$ cat src/rtl/regfile_wb_arbiter.sv
`default_nettype none
// ============================================================================
// Module   : regfile_wb_arbiter
// Purpose  : Round-robin arbitration of ALU/LSU writebacks onto the single
//            register-file write port, plus a busy scoreboard for RAW stalls.
//            Define REGFILE_WB_ARB_FWD_EN for same-cycle write-to-read bypass.
// Revision : 1.0 - initial release
// ============================================================================
module regfile_wb_arbiter #(
  parameter  int N  = 32,
  parameter  int W  = 32,
  localparam int AW = $clog2(N)
) (
  input  logic          clk,
  input  logic          rst_n,
  input  logic          alu_valid,
  output logic          alu_ready,
  input  logic [AW-1:0] alu_rd,
  input  logic [W-1:0]  alu_data,
  input  logic          lsu_valid,
  output logic          lsu_ready,
  input  logic [AW-1:0] lsu_rd,
  input  logic [W-1:0]  lsu_data,
  input  logic          iss_valid,
  input  logic [AW-1:0] iss_rd,
  output logic          rf_wen,
  output logic [AW-1:0] rf_waddr,
  output logic [W-1:0]  rf_wdata,
  output logic [N-1:0]  busy,
  input  logic [AW-1:0] raddr1,
  input  logic [AW-1:0] raddr2,
  input  logic [W-1:0]  rf_rdata1,
  input  logic [W-1:0]  rf_rdata2,
  output logic [W-1:0]  rdata1,
  output logic [W-1:0]  rdata2
);

  typedef enum logic {
    SRC_ALU = 1'b0,
    SRC_LSU = 1'b1
  } src_e;

  src_e          last_grant_q, last_grant_d;
  logic          grant_alu, grant_lsu;
  logic          xfer;
  logic [AW-1:0] win_rd;
  logic [W-1:0]  win_data;

  logic          wen_q, wen_d;
  logic [AW-1:0] waddr_q, waddr_d;
  logic [W-1:0]  wdata_q, wdata_d;
  logic [N-1:0]  busy_q, busy_d;

  // Arbitration: a tie goes to the source that did not win the previous tie.
  always_comb begin
    grant_alu    = 1'b0;
    grant_lsu    = 1'b0;
    last_grant_d = last_grant_q;
    if (alu_valid && lsu_valid) begin
      if (last_grant_q == SRC_LSU) begin
        grant_alu    = 1'b1;
        last_grant_d = SRC_ALU;
      end else begin
        grant_lsu    = 1'b1;
        last_grant_d = SRC_LSU;
      end
    end else begin
      grant_alu = alu_valid;
      grant_lsu = lsu_valid;
    end
  end

  assign alu_ready = grant_alu;
  assign lsu_ready = grant_lsu;
  assign xfer      = grant_alu || grant_lsu;
  assign win_rd    = grant_alu ? alu_rd   : lsu_rd;
  assign win_data  = grant_alu ? alu_data : lsu_data;

  // Writes to x0 are accepted but never raise the write enable.
  always_comb begin
    wen_d   = xfer && (win_rd != '0);
    waddr_d = waddr_q;
    wdata_d = wdata_q;
    if (xfer) begin
      waddr_d = win_rd;
      wdata_d = win_data;
    end
  end

  // Issue is applied after the commit clear so a same-cycle re-issue stays busy.
  always_comb begin
    busy_d = busy_q;
    if (wen_q) begin
      busy_d[waddr_q] = 1'b0;
    end
    if (iss_valid) begin
      busy_d[iss_rd] = 1'b1;
    end
    busy_d[0] = 1'b0;
  end

  always_ff @(posedge clk or negedge rst_n) begin
    if (!rst_n) begin
      last_grant_q <= SRC_LSU;
      wen_q        <= 1'b0;
      waddr_q      <= '0;
      wdata_q      <= '0;
      busy_q       <= '0;
    end else begin
      last_grant_q <= last_grant_d;
      wen_q        <= wen_d;
      waddr_q      <= waddr_d;
      wdata_q      <= wdata_d;
      busy_q       <= busy_d;
    end
  end

  assign rf_wen   = wen_q;
  assign rf_waddr = waddr_q;
  assign rf_wdata = wdata_q;
  assign busy     = busy_q;

`ifdef REGFILE_WB_ARB_FWD_EN
  assign rdata1 = (wen_q && (waddr_q == raddr1) && (raddr1 != '0)) ? wdata_q : rf_rdata1;
  assign rdata2 = (wen_q && (waddr_q == raddr2) && (raddr2 != '0)) ? wdata_q : rf_rdata2;
`else
  // Read addresses only matter to the register file itself without bypass.
  logic unused_raddr;
  assign unused_raddr = ^{raddr1, raddr2};
  assign rdata1       = rf_rdata1;
  assign rdata2       = rf_rdata2;
`endif

endmodule
`default_nettype wire

$ cat config.mk
export PLATFORM = sky130hd
export DESIGN_NAME = regfile_wb_arbiter
export DESIGN_NICKNAME = d
export VERILOG_FILES = /design/src/rtl/regfile_wb_arbiter.sv
export SDC_FILE = /design/constraint.sdc
export NUM_CORES = 1
export LEC_CHECK = 0
export CORE_MARGIN = 8
export CORE_UTILIZATION = 35
export DETAILED_ROUTE_END_ITERATION = 10
export DONT_BUFFER_PORTS = 1
export HOLD_SLACK_MARGIN = 0.05
export PLACE_DENSITY = 0.62
export REMOVE_ABC_BUFFERS = 1
export SLEW_MARGIN = 15
export SYNTH_ARGS = -nofsm -noshare
export SYNTH_HDL_FRONTEND = slang
export SYNTH_SLANG_ARGS = --single-unit
$ cat constraint.sdc
create_clock -name clk -period 1.54 [get_ports clk]
set_input_delay 0.308 -clock clk [delete_from_list [all_inputs] [get_ports clk]]
set_output_delay 0.308 -clock clk [all_outputs]
set_load 0.01 [all_outputs]
==> results.toml <==
[finish]
fin_util = 0.359
drive_above_1_share = 0.160
mostFrequentLayoutCell = "dfrtp_1"
layout_common_cells = "dfrtp_1 (69), o21ai_1 (56), or2_1 (32), a21o_1 (32), nand2b_1 (31)"
area_growth_pct = 0.398
fin_nets = 496
fillers = 1146

[route]
ant_nets = 0
drt-total-wl_mm = 16.3
vias = 2936
drc_errors = 0
drt_pass1_iterations = 4
drtIter0Drc = 164
wire_per_inst_um = 33.5
drt-vias-per-instance = 6.03

[cts]
numClockSinks = 70
clk_transition_reported_paths_ns = 0.06
root_buffer = "clkbuf_16"
clock_path_buffers = 2
cts_tree = "yes"
htree_num_levels = 3
clock_latency_ns = 0.33
cts-buffers-inserted = 9

[floorplanning]
io_pins = 294
start_util = 0.358
die_y_um = 124
fp.dieArea_um2 = 15400
die-width_um = 124
rows = 39
core-area_um2 = 11400

[status]
status = "finished with violations"
violations = "hold timing"

[sta]
worst_slack_ns = 0.0657
timing.fmax_mhz = 678
setup_viol = 0
holdWs_ns = -0.328
slew_violations = 0
finalCritPeriodShare = 0.957
worst_clock_skew_ns = 0.00413
fin_crit_ns = 1.47
hold_viol_final = 70
rsz0062_at_grt = "no"
setup_tns_ns = 0

[worst_setup_path]
critical_path_class = "reg -> out"
r2r_slack_ns = 0.08
endpoint_kind = "output port"
crit_path_max_fanout = 13
startpoint_type = "register"
cp.required_ns = 1.23
cp_data_arrival_time_ns = 1.17

[synthesis]
yosys_warnings = 0
synth_seq_cells = 70
syn_inst = 397
yosysSeqAreaShare = 0.429
syn_area_um2 = 4080
synth_cell_types = 29
avgSynthCellArea_um2 = 10.3

[power]
irDropWorstVdd_mv = 1.07
pwr_density_cell_nw_per_um2 = 1750
p_leak_uw = 0.00155

[placed_design]
dp_hpwl_mm = 12.2
portBuffers = 0
pre_cts_ws_ns = 0.0596
place.gp.congestion = 0.812

[min_path]
min_path_type = "in -> async"

[global_routing]
grt_antenna_before_repair = 1
grt_util_all_layers = 0.207
grt_max_degree = 78
grt.overflow.total = 0
grt_pass1_vias = 3054
grt_pass1_wl_mm = 22.3

[run]
drv_cap = 0
==> registers in the layout, indices dropped and copies added (netlist names) <==
register / cells
rf_wdata: 32
busy: 31
rf_waddr: 5
last_grant_q: 1
rf_wen: 1
==> report_power, final <==
part | total [µW] | internal [µW] | switching (µW)
sequential | 3390 | 2510 | 882
combinational | 1570 | 757 | 816
clock | 2210 | 1420 | 798
total | 7180 | 4680 | 2490
==> kinds of logic (layout without fill, tap and decap cells) <==
group / after synthesis / in the layout / synth area share
AO/OA/AOI/OAI: 139 / 139 / 0.253
XOR/XNOR: 1 / 1 / 0.00215
buffers and inverters: 86 / 30 / 0.154
flip-flops: 70 / 70 / 0.429
other: 1 / 2 / 0.000919
AND/OR/NAND/NOR: 100 / 102 / 0.161
==> cell usage after synthesis <==
| cell | n | area (µm²) |
|---|---|---|
| o221a_2 | 20 | 225 |
| xnor2_1 | 1 | 8.76 |
| nand2b_4 | 1 | 13.8 |
| or2_1 | 32 | 200 |
| buf_6 | 6 | 67.6 |
| dfstp_2 | 1 | 26.3 |
| buf_2 | 7 | 35.0 |
| a21o_1 | 32 | 240 |
| buf_4 | 67 | 503 |
| nand2_4 | 1 | 11.3 |
| nor2b_1 | 5 | 31.3 |
| dfrtp_1 | 69 | 1730 |
| or2b_1 | 1 | 7.51 |
| conb_1 | 1 | 3.75 |
| or3_1 | 2 | 12.5 |
| nor2_1 | 2 | 7.51 |
| nand2b_1 | 31 | 194 |
| or3b_1 | 7 | 61.3 |
| inv_2 | 1 | 3.75 |
| o21ai_1 | 56 | 280 |
| nand2_1 | 2 | 7.51 |
| a211o_1 | 5 | 43.8 |
| a21boi_2 | 1 | 11.3 |
| nand3b_1 | 10 | 75.1 |
| o21ai_0 | 8 | 40.0 |
| or4_1 | 2 | 15.0 |
| clkbuf_1 | 5 | 18.8 |
| o221a_1 | 17 | 191 |
| nand3_1 | 4 | 20.0 |
==> worst max-delay path: stages, from the launching register on <==
cell      delay, ns
dfstp_2        0.53
buf_6          0.17
a21boi_2       0.13
==> worst paths after layout <==
path | end | cells past startpoint | startpoint
hold / removal | busy[29] | 0 | rst_n
hold reg to reg | busy[30] | 2 | busy[30]
max in group asynchronous | last_grant_q | 0 | rst_n
setup reg to reg | rf_wdata[11] | 4 | last_grant_q
min in group clk | last_grant_q | 2 | alu_valid
setup / recovery | lsu_ready | 2 | last_grant_q
==> cell type report <==
type                       instances  area, µm²  area share
antenna                            1       2.50    0.000611
clock buffer                      10        229      0.0559
sequential                        70       1750       0.428
tap                              143        179      0.0437
inverter                           1       6.26     0.00153
clock inverter                     6       86.3      0.0211
timing repair buffer              13        101      0.0247
multi-input combinational        243       1740       0.425
==> through the flow <==
step	hold slack, ns	std cells	power [µW]	area (µm²)
finish	-0.328	487	7180	4100
global route	-0.350	487	7590	4100
CTS	-0.347	481	7230	4050
detailed placement	0.0144	462	4900	3690
global placement	0.0145	462	4820	3690
floorplan	0.0124	312	4260	3460
==> timing repair <==
action | 4_1_cts | 5_1_grt
endpoints found under the setup margin | 2 | 4
cloned | 2 | 0
resized for setup | 3 | 1
pin swaps | 1 | 1
endpoints found under the hold margin | 70 | 70
buffers inserted | 1 | 5
==> layer usage <==
layer / track usage / wire length, µm / up-vias
met5: 0.0658 / 71 / -
met4: 0.0416 / 40 / 2
met3: 0.246 / 4430 / 4
met2: 0.257 / 6210 / 272
met1: 0.214 / 5540 / 1404
li1: - / - / 1254
Note: power is estimated with default switching activity, not from simulation.
